`src/rtl/prio_enc8to3_filt.sv`:
```
// prio_enc8to3_filt: registered, glitch-filtered 8-to-3 priority encoder.
//
// The 8-bit line vector is double-flopped into the sys_clk domain. A new vector becomes the
// candidate and must then stay unchanged for FILTER_CYCLES consecutive cycles before it is
// committed to the outputs.
//
// Parameters:
//   FILTER_CYCLES  stable cycles required before commit (1..255)
//   PRIORITY_HIGH  1: highest set index wins, 0: lowest set index wins
//
// Ports:
//   sys_clk    system clock, rising edge
//   sys_rst_n  synchronous active-low reset
//   in         line vector, asynchronous to sys_clk
//   out1..3    committed code, out1 = LSB, out3 = MSB
//   valid      last committed vector was nonzero
//   code_stb   one-cycle pulse when {code, valid} changes at a commit
//   multi_err  sticky multi-hot flag (only with MULTI_HOT_ERR_EN defined)
//
// Optional feature macro: MULTI_HOT_ERR_EN adds the multi_err output and its logic.
module prio_enc8to3_filt #(
  parameter int unsigned FILTER_CYCLES = 4,
  parameter bit          PRIORITY_HIGH = 1'b1
) (
  input  logic       sys_clk,
  input  logic       sys_rst_n,
  input  logic [7:0] in,
  output logic       out1,
  output logic       out2,
  output logic       out3,
  output logic       valid,
  output logic       code_stb
`ifdef MULTI_HOT_ERR_EN
  ,
  output logic       multi_err
`endif
);

  if ((FILTER_CYCLES == 0) || (FILTER_CYCLES > 255)) begin : gen_param_chk
    $error("prio_enc8to3_filt: FILTER_CYCLES must be in 1..255");
  end

  localparam logic [7:0] CntLast = 8'(FILTER_CYCLES - 1);

  localparam logic [0:0] StStable = 1'b0;
  localparam logic [0:0] StFilter = 1'b1;

  logic [7:0] sync1_q;
  logic [7:0] in_s_q;
  logic [7:0] cand_q, cand_d;
  logic [7:0] cnt_q, cnt_d;
  logic [0:0] state_q, state_d;
  logic [2:0] code_q, code_d;
  logic       valid_q, valid_d;
  logic       stb_q, stb_d;
  logic       commit;

  function automatic logic [2:0] encode(input logic [7:0] v);
    logic [2:0] idx;
    idx = 3'd0;
    if (PRIORITY_HIGH) begin
      // Ascending scan: the last hit is the highest set index.
      for (int i = 0; i < 8; i++) begin
        if (v[i]) idx = 3'(i);
      end
    end else begin
      for (int i = 7; i >= 0; i--) begin
        if (v[i]) idx = 3'(i);
      end
    end
    return idx;
  endfunction

  always_comb begin
    cand_d  = cand_q;
    cnt_d   = cnt_q;
    state_d = state_q;
    code_d  = code_q;
    valid_d = valid_q;
    stb_d   = 1'b0;
    commit  = 1'b0;

    case (state_q)
      StStable: begin
        if (in_s_q != cand_q) begin
          cand_d  = in_s_q;
          cnt_d   = 8'd0;
          state_d = StFilter;
        end
      end
      StFilter: begin
        if (in_s_q != cand_q) begin
          // Glitch: restart the stability window on the new vector.
          cand_d = in_s_q;
          cnt_d  = 8'd0;
        end else if (cnt_q == CntLast) begin
          commit  = 1'b1;
          state_d = StStable;
        end else begin
          cnt_d = cnt_q + 8'd1;
        end
      end
      default: state_d = StStable;
    endcase

    if (commit) begin
      if (cand_q != 8'd0) begin
        code_d  = encode(cand_q);
        valid_d = 1'b1;
      end else begin
        // An all-zero vector keeps the last code and only drops valid.
        valid_d = 1'b0;
      end
      stb_d = ({code_d, valid_d} != {code_q, valid_q});
    end
  end

  always_ff @(posedge sys_clk) begin
    if (!sys_rst_n) begin
      sync1_q <= 8'd0;
      in_s_q  <= 8'd0;
      cand_q  <= 8'd0;
      cnt_q   <= 8'd0;
      state_q <= StStable;
      code_q  <= 3'd0;
      valid_q <= 1'b0;
      stb_q   <= 1'b0;
    end else begin
      sync1_q <= in;
      in_s_q  <= sync1_q;
      cand_q  <= cand_d;
      cnt_q   <= cnt_d;
      state_q <= state_d;
      code_q  <= code_d;
      valid_q <= valid_d;
      stb_q   <= stb_d;
    end
  end

  assign out1     = code_q[0];
  assign out2     = code_q[1];
  assign out3     = code_q[2];
  assign valid    = valid_q;
  assign code_stb = stb_q;

`ifdef MULTI_HOT_ERR_EN
  logic merr_q, merr_d;

  // More than one bit set: clearing the lowest set bit leaves something behind.
  always_comb begin
    merr_d = merr_q;
    if (commit && ((cand_q & (cand_q - 8'd1)) != 8'd0)) begin
      merr_d = 1'b1;
    end
  end

  always_ff @(posedge sys_clk) begin
    if (!sys_rst_n) begin
      merr_q <= 1'b0;
    end else begin
      merr_q <= merr_d;
    end
  end

  assign multi_err = merr_q;
`endif

endmodule

```
`config.mk`:
```
export PLATFORM = sky130hd
export DESIGN_NAME = prio_enc8to3_filt
export DESIGN_NICKNAME = d
export VERILOG_FILES = /design/src/rtl/prio_enc8to3_filt.sv
export SDC_FILE = /design/constraint.sdc
export NUM_CORES = 1
export LEC_CHECK = 0
export BUFFER_PORTS_ARGS = -buffer_cell sky130_fd_sc_hd__buf_4
export CORE_MARGIN = 8
export CORE_UTILIZATION = 51
export CTS_CLUSTER_DIAMETER = 40
export CTS_CLUSTER_SIZE = 14
export DETAILED_ROUTE_END_ITERATION = 8
export PLACE_DENSITY = 0.73
export SLEW_MARGIN = 40
export SYNTH_ARGS = -nofsm -noshare
export SYNTH_HDL_FRONTEND = slang
export SYNTH_SLANG_ARGS = --single-unit
export TNS_END_PERCENT = 100
```
`constraint.sdc`:
```
create_clock -name sys_clk -period 1.6 [get_ports sys_clk]
set_clock_uncertainty 0.05 [all_clocks]
set_input_delay 0.16 -clock sys_clk [delete_from_list [all_inputs] [get_ports sys_clk]]
set_output_delay 0.16 -clock sys_clk [all_outputs]
set_load 0.005 [all_outputs]
```
==> metrics <==
first-pass GRT wire length 4500 microns; I/O Buffers 14; Final Power ~0.0016 W; RSZ-0062 raised after global routing true; DRC viols 0; Max FO, Critical Path 4; Syn Inst Count 146; clk slew on worst S/H paths 100 ps; share of cells above drive strength 1 0.218; vias in the first global route approximately 1,100; all-layer global routing usage 0.111; GRT Residual Overflow 0; placed inst area about 0.0016 sq mm; Main synth FF type dfxtp_1; max_cap viols 0; DRT met1 WL 1130 microns; FILL cells approximately 240; clock tree buffer depth 2; H-tree depth 2; ANT cells 0; hold crit path type input port to register; worst slew pin tran 383 ps; Iter 0 DRT Violations 53; final WL around 2500 microns; Fmax 0.651 GHz; Max Slew Vio Count 0; synth warn 0; endpoints failing hold 0; CTS tree yes; pwr dens between 900 and 1000 mW/mm^2; DR WL met2 about 1200 microns; Final Instance Area around 0.0018 sq mm; post-CTS repair timing setup buffer count 0; Worst EP required ~1800 ps; Clock Tree Root clkbuf_4; largest net degree at the start of global routing 36; core footprint roughly 0.0027 sq mm; Synth Net Count 157; post-synthesis sequential area ratio 0.519; CP Data Arrival Time 1700 ps; Slew HR 0.742; Fin Setup TNS 0 ps; Skew-Pair Late Insertion Delay 330 ps; total I/O pin count 15; Post-synth ARST share 0; Die Wd between 60 and 70 microns; period utilisation layout 0.961; leakage roughly 0.71 nW; WHS between 150 and 200 ps; status finished clean; number of synthesized flops with an enable pin 0; initial core utilization 0.536; Layout area overhead 22.4%; syn_area_per_cell 10.0 sq um; CP endpoint kind register; number of library cell types mapped by synthesis 33; DRT Pass-1 Iters 3; Die H between 60 and 70 microns; HPWL after DPL between 1500 and 2000 microns; Final Setup Violations 0; Worst Setup Path Type register to register; fin nets roughly 190; Detail Route Antenna Nets 0; ratio of routed vias to standard cells about 5.2; WL per Instance around 12 microns; row count 19; CTS sink count 38; Max IR drop VDD 0.000706 V; Mapped Area between 0.001 and 0.0015 sq mm; DR top layer met4; die footprint approximately 0.0048 sq mm; initial antenna violation count 0; metal3 WL 143 microns; min Tclk post-route roughly 1500 ps; register bit count reported by yosys 38; via count about 1,100; CP Launch Type register; Num CTS Buffers 5; routability-driven placement congestion ratio approximately 0.84
-- synth_stat cells (2+ instances only) --
| cell type | number | area (sq um) |
|---|---|---|
| nor2_1 | 13 | 48.8 |
| clkbuf_1 | 4 | 15.0 |
| and2_1 | 25 | 156 |
| o21ai_1 | 2 | 10.0 |
| xnor2_1 | 10 | 87.6 |
| nand4_1 | 7 | 43.8 |
| o22ai_1 | 2 | 12.5 |
| xor2_1 | 6 | 52.6 |
| nand2_1 | 13 | 48.8 |
| dfxtp_1 | 38 | 761 |
| and3_1 | 2 | 12.5 |
| mux2i_1 | 3 | 30.0 |
-- cells by family (layout without fill, tap and decap cells) --
kind of cell    Yosys count  in the layout  synth area share
simple gates             72             72             0.288
flops                    38             38             0.519
xor+xnor                 16             16            0.0956
compound gates           12             12            0.0581
buf+inv                   4             32            0.0102
mux                       3              3            0.0205
fa+ha+maj                 1              1           0.00854
-- power by group --
group	leakage, nW	internal [W]	switching [W]
clock	0.0302	0.000198	0.000270
sequential	0.313	0.000974	0.0000182
combinational	0.364	0.0000861	0.0000676
total	0.706	0.00126	0.000356
-- layer usage --
metal / up-vias / GRT usage
li1: 549 / -
met2: 17 / 0.194
met4: 0 / 0.0592
met3: 6 / 0.0501
met5: - / 0
met1: 497 / 0.107
-- what timing repair did --
action,4_1_cts,5_1_grt
hold endpoints to repair,8,0
resized for setup,4,5
cloned,0,0
setup endpoints to repair,5,13
hold buffers,8,0
pin swaps,0,1
-- layout make-up --
class	count	area, sq um	area share
Clock buffer	6	51.3	0.0286
Multi-Input combinational cell	104	722	0.403
Sequential cell	38	766	0.427
Tap cell	31	38.8	0.0216
Timing Repair Buffer	26	215	0.120
-- final timing paths --
path,from,to,slack (ps),cells past startpoint
setup / recovery,cand_q[1],code_q[0],60,4
hold / removal,sys_rst_n,state_q,160,2
setup reg to reg,cand_q[1],code_q[0],60,4
hold reg to reg,sync1_q[1],in_s_q[1],390,1
-- worst max-delay path, cell delays in order (launching register included) --
cell      delay, ps
dfxtp_1         350
or4_4           540
nand2b_4        170
and4_4          200
mux2i_1         110
-- stage by stage --
step | util | worst slack [ps] | instances
finish | 0.656 | 63.0 | 205
global route | 0.656 | -29.7 | 205
CTS | 0.650 | 16.8 | 205
detailed placement | 0.596 | -46.0 | 191
global placement | 0.596 | 66.6 | 191
floorplan | - | 98.1 | 146
-- cell usage in the layout (no fill, tap or decap), drive strengths merged --
master,count
nor4,1
dlygate4sd3,8
nand3,1
xor2,6
a211oi,1
nand2b,2
nor2b,1
or2,1
o31ai,1
a21boi,1
a311oi,1
clkbuf,6
nor4b,1
dfxtp,38
o22ai,2
ha,1
a31o,1
o21ai,3
mux2i,3
and4,2
a21oi,1
xnor2,10
nor2,13
nand4,7
or4,2
and3,2
nand2,13
o31a,1
nor3,1
buf,18
and2,25
-- state kept, by name, indices dropped and copies added (netlist names) --
name,cells
state_q,1
in_s_q,8
code_stb,1
sync1_q,8
cand_q,8
valid,1
cnt_q,8
code_q,3
No activity file was read; power rests on OpenSTA's default activity.
